`config.mk`:
```
export PLATFORM = sky130hd
export DESIGN_NAME = pc_sequencer
export DESIGN_NICKNAME = d
export VERILOG_FILES = /design/src/rtl/pc_sequencer.sv
export SDC_FILE = /design/constraint.sdc
export NUM_CORES = 1
export LEC_CHECK = 0
export BUFFER_PORTS_ARGS = -buffer_cell sky130_fd_sc_hd__buf_4
export CAP_MARGIN = 5
export CORE_MARGIN = 2
export CORE_UTILIZATION = 38
export CTS_CLUSTER_SIZE = 24
export DETAILED_ROUTE_END_ITERATION = 8
export PLACE_DENSITY = 0.62
export SETUP_SLACK_MARGIN = 0.15
export SYNTH_ARGS = -nofsm -noshare
export SYNTH_HDL_FRONTEND = slang
export SYNTH_SLANG_ARGS = --single-unit
```
`constraint.sdc`:
```
create_clock -name clk -period 4.5 [get_ports clk]
set_clock_uncertainty 0.2 [all_clocks]
set_input_delay 0.9 -clock clk [delete_from_list [all_inputs] [get_ports clk]]
set_output_delay 0.9 -clock clk [all_outputs]
set_load 0.02 [all_outputs]
```
`src/rtl/pc_sequencer.sv`:
```
// pc_sequencer
// Fetch/sequencing stage in front of the LEGv8 register-file/ALU/RAM datapath.
// Keeps the program counter, the instruction register and the registered
// V/C/N/Z flags, and alternates between a FETCH phase (latch the instruction
// word) and an EXECUTE phase (update PC, optionally latch ALU status).
//
// Ports:
//   clk          system clock, state updates on the rising edge
//   rst          asynchronous active-high reset
//   instr_in     instruction word read from instruction memory at PC
//   PC_in        absolute/register branch target from the datapath
//   Status       live ALU flags {V,C,N,Z}
//   SL           latch Status into flags during EXECUTE
//   PS           PC mode: 00 hold, 01 increment, 10 load PC_in, 11 relative branch
//   offset       sign-extended word offset used by PS=11
//   cond_en      PS=11 branch is conditional on cond when set
//   cond         LEGv8 condition code
//   halt         freezes all state while high
//   PC           current program counter
//   IR           instruction register
//   flags        registered {V,C,N,Z}
//   ir_valid     high in EXECUTE
//   branch_taken high in EXECUTE when PS=11 and the branch is taken
module pc_sequencer #(
    parameter int                    DATA_WIDTH = 64,
    parameter logic [DATA_WIDTH-1:0] RESET_PC   = '0,
    parameter int                    PC_STEP    = 4
) (
    input  logic                  clk,
    input  logic                  rst,
    input  logic [31:0]           instr_in,
    input  logic [DATA_WIDTH-1:0] PC_in,
    input  logic [3:0]            Status,
    input  logic                  SL,
    input  logic [1:0]            PS,
    input  logic [DATA_WIDTH-1:0] offset,
    input  logic                  cond_en,
    input  logic [3:0]            cond,
    input  logic                  halt,
    output logic [DATA_WIDTH-1:0] PC,
    output logic [31:0]           IR,
    output logic [3:0]            flags,
    output logic                  ir_valid,
    output logic                  branch_taken
);

    typedef enum logic {
        FETCH   = 1'b0,
        EXECUTE = 1'b1
    } phase_t;

    phase_t                phase_q, phase_d;
    logic [DATA_WIDTH-1:0] pc_q, pc_d;
    logic [31:0]           ir_q, ir_d;
    logic [3:0]            flags_q, flags_d;

    logic                  flagV, flagC, flagN, flagZ;
    logic                  condTrue;
    logic                  taken;
    logic [DATA_WIDTH-1:0] offsetShifted;
    logic [DATA_WIDTH-1:0] pcStep;
    logic [DATA_WIDTH-1:0] pcSeq;
    logic [DATA_WIDTH-1:0] pcRel;

    assign flagV = flags_q[3];
    assign flagC = flags_q[2];
    assign flagN = flags_q[1];
    assign flagZ = flags_q[0];

    // Conditions are judged on the registered flags only, so an SL in the
    // same EXECUTE cannot influence the branch it accompanies.
    always_comb begin
        condTrue = 1'b1;
        case (cond)
            4'b0000: condTrue = flagZ;
            4'b0001: condTrue = ~flagZ;
            4'b0010: condTrue = flagC;
            4'b0011: condTrue = ~flagC;
            4'b0100: condTrue = flagN;
            4'b0101: condTrue = ~flagN;
            4'b0110: condTrue = flagV;
            4'b0111: condTrue = ~flagV;
            4'b1000: condTrue = flagC & ~flagZ;
            4'b1001: condTrue = ~(flagC & ~flagZ);
            4'b1010: condTrue = (flagN == flagV);
            4'b1011: condTrue = (flagN != flagV);
            4'b1100: condTrue = ~flagZ & (flagN == flagV);
            4'b1101: condTrue = ~(~flagZ & (flagN == flagV));
            default: condTrue = 1'b1;
        endcase
    end

    assign taken = ~cond_en | condTrue;

    // Word offset becomes a byte offset; high bits shifted out are dropped
    // and all sums wrap modulo 2^DATA_WIDTH.
    assign offsetShifted = offset << 2;
    assign pcStep        = DATA_WIDTH'(PC_STEP);
    assign pcSeq         = pc_q + pcStep;
    assign pcRel         = pc_q + offsetShifted;

    // Next-state logic: FETCH only captures the instruction, EXECUTE moves
    // the PC and optionally latches status; halt leaves everything as is.
    always_comb begin
        phase_d = phase_q;
        pc_d    = pc_q;
        ir_d    = ir_q;
        flags_d = flags_q;
        if (!halt) begin
            if (phase_q == FETCH) begin
                ir_d    = instr_in;
                phase_d = EXECUTE;
            end else begin
                phase_d = FETCH;
                case (PS)
                    2'b00:   pc_d = pc_q;
                    2'b01:   pc_d = pcSeq;
                    2'b10:   pc_d = PC_in;
                    default: pc_d = taken ? pcRel : pcSeq;
                endcase
                if (SL) begin
                    flags_d = Status;
                end
            end
        end
    end

    // State register with asynchronous reset.
    always_ff @(posedge clk or posedge rst) begin
        if (rst) begin
            phase_q <= FETCH;
            pc_q    <= RESET_PC;
            ir_q    <= '0;
            flags_q <= '0;
        end else begin
            phase_q <= phase_d;
            pc_q    <= pc_d;
            ir_q    <= ir_d;
            flags_q <= flags_d;
        end
    end

    assign PC           = pc_q;
    assign IR           = ir_q;
    assign flags        = flags_q;
    assign ir_valid     = (phase_q == EXECUTE);
    assign branch_taken = (phase_q == EXECUTE) && (PS == 2'b11) && taken;

endmodule

```
# After elaboration in Yosys (flattened, before gate mapping)
# Cells that the tools add are included.
[classes]
div_mod_pow = 0
reduce_logical = 7
shift = 0
bitwise = 13
order_cmp = 0
muxes = 4
addsub = 2
n_mul = 0
eq_ne = 18
[ops]
columns = ["cell", "count"]
rows = [
  ["$pmux W64 S3", 1],
  ["$add A64 B3 Y64 const B", 1],
  ["$add A64 B64 Y64", 1],
  ["$mux W64", 1],
  ["$eq A4 B4 Y1 const B", 6],
  ["$eq A4 B3 Y1 const B", 4],
  ["$pmux W1 S14", 1],
  ["$not A1 Y1", 10],
  ["$eq A4 B2 Y1 const B", 2],
  ["$reduce_and A3 Y1", 2],
  ["$eq A2 B2 Y1 const B", 2],
  ["$eq A4 B1 Y1 const B", 1],
  ["$logic_not A4 Y1", 1],
  ["$and A1 B1 Y1", 2],
  ["$eq A2 B1 Y1 const B", 1],
  ["$logic_and A1 B1 Y1", 2],
  ["$logic_not A2 Y1", 1],
  ["$reduce_and A2 Y1", 1],
  ["$eq A1 B1 Y1", 1],
  ["$mux W1", 1],
  ["$ne A1 B1 Y1", 1],
  ["$or A1 B1 Y1", 1],
]
[word_totals]
word_cells = 48
regBits = 101
ram_bits = 0
out_inout_bits = 102
latch_bits = 0
n_memories = 0
romBits = 0
inputBits = 175

# Depth between registers and ports, before layout
# Gate-level depths: netlist (run 1).
[logic_depth]
word_depth = 7
ltp_mapped = 12
ltp_nobuf = 11

# Least setup slack after synthesis (run 1)
# No wires, ideal clock.
[synth_timing]
path_type = "in2reg"
start = "in offset[0]"
end = "reg pc_q[52] (netlist: PC[52])"
t_arrival_ns = 3.491
required_time_ns = 4.175
setup_time_ns = 0.125
path_slack_ns = 0.683
n_path_buf = 0
stages = 11
path_cell_list = "ha_1 > fa_1 > a211oi_1 > o21a_1 > a21boi_1 > o211a_1 > a211o_1 > a31oi_1 > o21ai_1 > xnor2_1 > a2111oi_0"
[synth_via]
elab_chain_len = 3
[synth_lines]
columns = ["item", "line_no", "rtl"]
rows = [
  ["start: declaration", "36", "input logic [DATA_WIDTH-1:0] offset,"],
  ["$add A64 B64 Y64", "100", "assign pcRel = pc_q + offsetShifted;"],
  ["$mux W64", "119", "default: pc_d = taken ? pcRel : pcSeq;"],
  ["$pmux W64 S3", "115", "case (PS)"],
  ["end signal: assignment", "137", "pc_q <= pc_d;"],
  ["end: declaration", "53", "logic [DATA_WIDTH-1:0] pc_q, pc_d;"],
]
# Every way passes these cells.
# A chain may end at the register's enable or synchronous reset.

# Worst setup path after layout (run 1)
[layout_timing]
start = "in offset[0]"
end = "reg pc_q[62] (netlist: PC[62])"
# Same word-level chain as after synthesis.

==> summary.txt, run 1 <==
Outcome
  • Status: complete, no violations

Global routing
  • Largest net degree at the start of global routing: 69
  • Number of global-route vias before repair: 11.2k
  • Initial antenna violation count: 0
  • First-pass GRT wire length: 62,500 um
  • GRT Util Overall: 27.3%
  • Total grt overflow: 0

Floorplanning
  • Core area: 27,100 sq um
  • Row count: 60
  • Die area: 29,100 sq um
  • Overall die height: 171 um
  • IO Pins: 277
  • Initial Util: 38.9%
  • Die width: 171 um

STA
  • Final worst slack: 578 ps
  • Least-Margin Pin Slew: 1050 ps
  • Worst hold slack: 311 ps
  • Final count of pins violating max slew: 0
  • Final worst-path cycle share: 87.2%
  • Final worst path period need: 3920 ps
  • RSZ-0062 raised after global routing: false
  • Final hold violations: 0
  • Final setup vio count: 0
  • Max_slew headroom: 30.1%
  • FMAX: 255 MHz
  • Setup TNS: 0 ps

Drt
  • Final wirelength: 40,600 um
  • WL met3: 2680 um
  • Met2 routed WL: 18,900 um
  • Iter 0 DRT Violations: 1,009
  • Vias: 11.7k
  • Post-Route M1 WL: 17,900 um
  • WL per Instance: 20.7 um
  • Final ANT Viol Nets: 0
  • TritonRoute pass-1 iters: 5
  • Residual DRC: 0
  • Vias/cell: 5.95
  • Top routing layer used: met4

Synthesis
  • Synth async-reset ratio: 100%
  • Synth warn: 0
  • Mean Syn Cell Area: 7.80 sq um
  • Post-synth EDFFs: 0
  • Ys flop type: dfrtp_1
  • Syn Nets: 1,593
  • Share of the synthesized area in the top cell type: 24.0%
  • Yosys reg bits: 101
  • Syn Std Cell Area: 10,500 sq um
  • Post-Syn Instances: 1,351
  • Synth area leader: dfrtp_1
  • Sequential share of the synthesized area: 24.0%
  • Largest cells by area after synthesis: dfrtp_1 (24%), ha_1 (7.8%), a21oi_1 (7.0%), nand2_1 (6.2%), xnor2_1 (5.5%)
  • Distinct cells, synth: 80

CTS
  • Num CTS Buffers: 9
  • Postcts setup bufs: 0
  • Clk_lat worst skew: 370 ps
  • Root Driver: clkbuf_16
  • Hold_buf cts: 0
  • Clock tree sinks: 101
  • Post-CTS Resized: 0
  • CTS tree: built
  • Reg clk slew, reported paths: 90 ps
  • H-tree Lvls: 3
  • Worst-case clock buffer depth: 2

Min path
  • Worst min path class: register to register
  • Worst hold stages: 1

Power and ir drop
  • Power density over the cells: 662 nW/um^2
  • Power, Total: 8.80 mW
  • Maximum VDD drop: 0.260 mV
  • Leakage power: 5.72 nW

Cells and area
  • Filler instances: 2,729
  • Antenna diode count: 0
  • Area delta synth->final: 26.1%
  • # nets final: 1,830
  • Fraction of layout instances using a drive strength above 1: 24.7%

Setup path
  • Type of origin of the critical path: primary input
  • WP data required: 4580 ps
  • Crit path kind: primary input to register
  • Largest stage delay on the critical path: 430 ps
  • Crit path max-delay family: compound AO/OA/AOI/OAI gates
  • Crit-path cells: buf_4, ha_1, fa_1, a211oi_1, o21a_1, a21boi_1, o211a_1, a211o_1, a31oi_1, buf_4, o21ai_1, mux2i_1, a211oi_1
  • CP Capture Point: PC[62]
  • CP Buf/Inv Count: 2
  • Reg2Reg Setup Slack: 810 ps
  • Setup crit end kind: register
  • Worst reg2reg path startpoint: PC[4]
  • Slowest cell on the critical path: fa_1
  • Largest fanout on the critical path: 4
  • R2R depth: 10
  • Critical path depth: 13
  • Worst Path Arrival: 4000 ps
  • Worst Setup SP: offset[0]
  • RR Endpoint: PC[63]

Placement
  • Hpwl dp: 31,000 um
  • Post-Place Setup Slack: 199 ps
  • IO buf count: 274
  • GP Congestion: 0.962

Flow run
  • Max Cap Viol: 0
[where the power goes]
group	internal (mW)	leakage (nW)	total [mW]	switching (mW)
clock network	0.456	0.160	0.912	0.457
registers	1.34	1.22	2.01	0.664
logic	2.48	4.34	5.88	3.40
[state kept, by name, indices dropped and copies added (netlist names)]
signal,count
flags,4
ir_valid,1
IR,32
PC,64
[through the flow]
step | std cells | utilization, % | area, sq um
floorplan | 1351 | - | 10500
global placement | 1949 | 47.9 | 13000
detailed placement | 1949 | 47.9 | 13000
CTS | 1965 | 49.1 | 13300
global route | 1965 | 49.1 | 13300
finish | 1965 | 49.1 | 13300
[synth_stat cells (6+ instances only)]
library cell	number
a32oi_1	6
nor2_1	87
a21oi_1	148
nand3_1	40
clkbuf_1	45
buf_4	8
and3_1	23
inv_1	24
mux2_2	39
o211ai_1	17
a221o_1	9
o21ai_0	83
nand4_1	33
o31ai_1	17
xnor2_1	66
a21o_1	19
o21ai_1	22
nand2_1	174
nor3_1	23
o221ai_1	9
a31oi_1	21
a22oi_1	9
xor2_1	31
dfrtp_1	101
a221oi_1	21
o22ai_1	8
nand2b_1	8
buf_2	20
a211oi_1	18
nor2b_1	6
and4_1	14
buf_1	7
and2_1	10
or3_1	8
ha_1	66
o21a_1	8
o21bai_1	13
[kinds of logic (layout without fill, tap and decap cells)]
| group | count (synthesis) | in the layout | share of synthesized area (%) |
|---|---|---|---|
| AOI/OAI and AO/OA | 480 | 480 | 29.8 |
| and+or+nand+nor | 453 | 453 | 20.7 |
| buffers and inverters | 107 | 349 | 4.53 |
| DFF | 101 | 101 | 24.0 |
| xor gates and xnor gates | 97 | 97 | 8.06 |
| adders and majority gates | 67 | 67 | 8.02 |
| muxes | 46 | 46 | 4.97 |
[routing by layer]
layer  global-route usage, %  up-vias
li1                        -     5541
met1                    37.9     5592
met2                    44.0      492
met3                    3.45       68
met4                    8.73        0
met5                       0        -
[placed cells by master (no fill, tap or decap), drive strengths merged, types with 5 or more instances in the layout]
cell type,instances
a32oi,6
o211ai,17
or3,9
nand2b,8
clkbuf,9
and4,14
nand4,33
o21a,8
and3,26
and2,10
o22ai,8
a221oi,22
a22oi,9
nor4,6
ha,66
nand2,174
o221ai,10
a2111oi,5
a211oi,22
o31ai,17
a21oi,148
nor2,88
nor3,23
nor2b,6
o21bai,13
nand3,41
mux2,41
a21o,19
a21boi,7
buf,309
xor2,31
xnor2,66
o21ai,107
a221o,9
a31oi,21
inv,28
dfrtp,101
[worst min-delay path by stage]
stage / end / slack, ps / start
final: IR[31] / 310 / IR[31]
after global routing: IR[1] / 330 / IR[1]
after CTS: PC[1] / 320 / PC[1]
after detailed placement: PC[1] / 300 / PC[1]
after global placement: IR[10] / 290 / IR[10]
after floorplan: ir_valid / 440 / ir_valid
[final cells by class]
class | count | area [sq um] | share of cell area, %
repair buffers | 309 | 2320 | 17.4
flip-flops and latches | 101 | 2530 | 19.0
inverters | 24 | 92.6 | 0.696
clock inverters | 7 | 100 | 0.753
multi-input cells | 1143 | 7570 | 56.9
clock buffers | 9 | 225 | 1.69
well taps | 372 | 465 | 3.50
No activity file was read; power rests on OpenSTA's default activity.
==> run 2, diff against run 1 <==
Settings changed: CORE_ASPECT_RATIO set to 0.5.
==> summary.txt, run 2 (synthesis results as in run 1) <==
Placement
  • Hpwl dp: 32,100 um (+3.5%)
  • IO buf count: 274 (unchanged)
  • Post-Place Setup Slack: 173 ps (-26.1 ps)
  • GP Congestion: 1.00 (+4.0%)
  • Placed cell areas: 13,000 sq um (+0.42%)

CTS
  • Post-CTS Resized: 0 (unchanged)
  • Clock tree sinks: 101 (unchanged)
  • Num CTS Buffers: 9 (unchanged)
  • Hold_buf cts: 0 (unchanged)
  • Reg clk slew, reported paths: 80 ps (about the same)
  • CTS tree: built
  • Root Driver: clkbuf_16
  • Worst-case clock buffer depth: 2 (unchanged)
  • H-tree Lvls: 3 (unchanged)
  • Postcts setup bufs: 0 (unchanged)
  • Clk_lat worst skew: 380 ps (about the same)

Setup path
  • Worst reg2reg path startpoint: PC[2]
  • Type of origin of the critical path: primary input
  • Largest fanout on the critical path: 3 (-1)
  • RR Endpoint: PC[52]
  • Crit path kind: primary input to register
  • WP data required: 4550 ps (-30 ps)
  • Reg2Reg Setup Slack: 520 ps (-290 ps)
  • Setup crit end kind: register
  • Worst Path Arrival: 4070 ps (+70 ps)
  • R2R depth: 11 (+1)

Cells and area
  • Antenna diode count: 0 (unchanged)
  • Commonest non-fill, non-tap cells in the layout: buf_4 (316), nand2_1 (174), a21oi_1 (147)
  • Flip-flop count of the largest register after layout: 64 (unchanged)
  • Commonest non-fill, non-tap cell in the layout: buf_4
  • # nets final: 1,837 (+0.38%)
  • Fraction of layout instances using a drive strength above 1: 25.0% (+0.27 points)
  • Final instance area: 13,300 sq um (+0.22%)
  • Filler instances: 2,728 (-0.037%)
  • Area delta synth->final: 26.4%

Drt
  • WL per Instance: 21.0 um (+1.7%)
  • TritonRoute pass-1 iters: 9 (+4)
  • Final wirelength: 41,600 um (+2.6%)
  • Residual DRC: 0 (unchanged)
  • Final ANT Viol Nets: 0 (unchanged)
  • Vias/cell: 5.98 (+0.42%)
  • Vias: 11.8k (+1.3%)
  • Iter 0 DRT Violations: 1,223 (+21%)

Power and ir drop
  • Leakage power: 5.74 nW (+0.35%)
  • Power, Total: 8.94 mW (+1.5%)
  • Power density over the cells: 671 nW/um^2 (+1.3%)
  • Maximum VDD drop: 0.243 mV (-6.5%)

STA
  • Final setup vio count: 0 (unchanged)
  • Final worst path period need: 4020 ps (+98.4 ps)
  • Least-Margin Pin Slew: 966 ps (-82.2 ps)
  • Setup TNS: 0 ps (unchanged)
  • Max_slew headroom: 35.5% (+5.5 points)
  • FMAX: 249 MHz (-2.4%)
  • RSZ-0062 raised after global routing: false
  • Final worst-path cycle share: 89.3% (+2.2 points)
  • Final hold violations: 0 (unchanged)
  • Final worst slack: 480 ps (-98.4 ps)
  • Final count of pins violating max slew: 0 (unchanged)

Floorplanning
  • Row count: 43 (-28%)
  • Overall die height: 122 um (-29%)
  • Initial Util: 38.3% (-0.55 points)
  • Core area: 27,500 sq um (+1.4%)
  • Die area: 29,200 sq um (+0.28%)
  • IO Pins: 277 (unchanged)
  • Die width: 240 um (+40%)

Min path
  • Hold Crit Endpoint: IR[24]
  • Worst min path class: register to register
  • Worst hold stages: 1 (unchanged)
  • Hold Crit Start: IR[24]

Outcome
  • Status: complete, no violations

Global routing
  • Initial antenna violation count: 0 (unchanged)
  • Largest net degree at the start of global routing: 58 (-16%)
  • GRT Util Overall: 27.6% (+0.31 points)
  • Total grt overflow: 0 (unchanged)
  • Number of global-route vias before repair: 11.0k (-1.3%)
  • First-pass GRT wire length: 62,500 um (about the same)

Flow run
  • Max Cap Viol: 0 (unchanged)
-- run 2: cell count changes in the layout (fill, tap and decap cells not counted) --
cell / previous run / this run
a21oi_4: 1 / 0
clkinv_4: 1 / 2
inv_8: 4 / 2
inv_6: 0 / 2
bufinv_16: 1 / 0
ha_1: 63 / 64
ha_2: 3 / 2
buf_4: 309 / 316
a21oi_2: 0 / 1
-- run 2: layer usage --
metal	vias to the layer above	global-route usage, %	part of all wire (%)
li1	5555	-	-
met1	5648	37.2	43
met2	551	44.7	46
met3	90	4.49	7.5
met4	0	10.2	3.4
met5	-	0	0
-- run 2: critical path, stage by stage --
cell and delay, ps:
buf_4 110, ha_1 230, fa_1 440, a211oi_1 280, o21a_1 220, a21boi_1 150, o211a_1 290, a211o_1 410
a31oi_1 340, o21ai_1 130, xnor2_1 160, a2111oi_0 400
-- run 2: worst max path at each step --
stage | start | endpoint | depth (start not counted)
6_report | offset[0] | PC[52] | 12
5_1_grt | offset[0] | PC[52] | 12
4_1_cts | offset[0] | PC[52] | 12
3_5_place_dp | offset[0] | PC[52] | 12
3_3_place_gp | offset[0] | PC[52] | 12
2_1_floorplan | offset[0] | PC[52] | 11
-- run 2: metrics by stage --
| stage | std cells | hold WS (ps) | utilization, % |
|---|---|---|---|
| after global routing | 1982 | 324 | 48.5 |
| after detailed placement | 1966 | 297 | 47.4 |
| after floorplan | 1351 | 435 | - |
| after global placement | 1966 | 289 | 47.4 |
| final | 1982 | 309 | 48.5 |
| after CTS | 1982 | 316 | 48.5 |
-- run 2: final cells by class --
class,instances,area (sq um),area share (%)
Inverter,24,92.6,0.695
Multi-Input combinational cell,1143,7560,56.7
Sequential cell,101,2530,19.0
Timing Repair Buffer,316,2370,17.8
Clock inverter,7,73.8,0.554
Tap cell,382,478,3.59
Clock buffer,9,225,1.69
-- run 2: power by group --
| part | internal [mW] | switching, mW |
|---|---|---|
| combinational | 2.52 | 3.57 |
| clock | 0.395 | 0.441 |
| sequential | 1.34 | 0.662 |
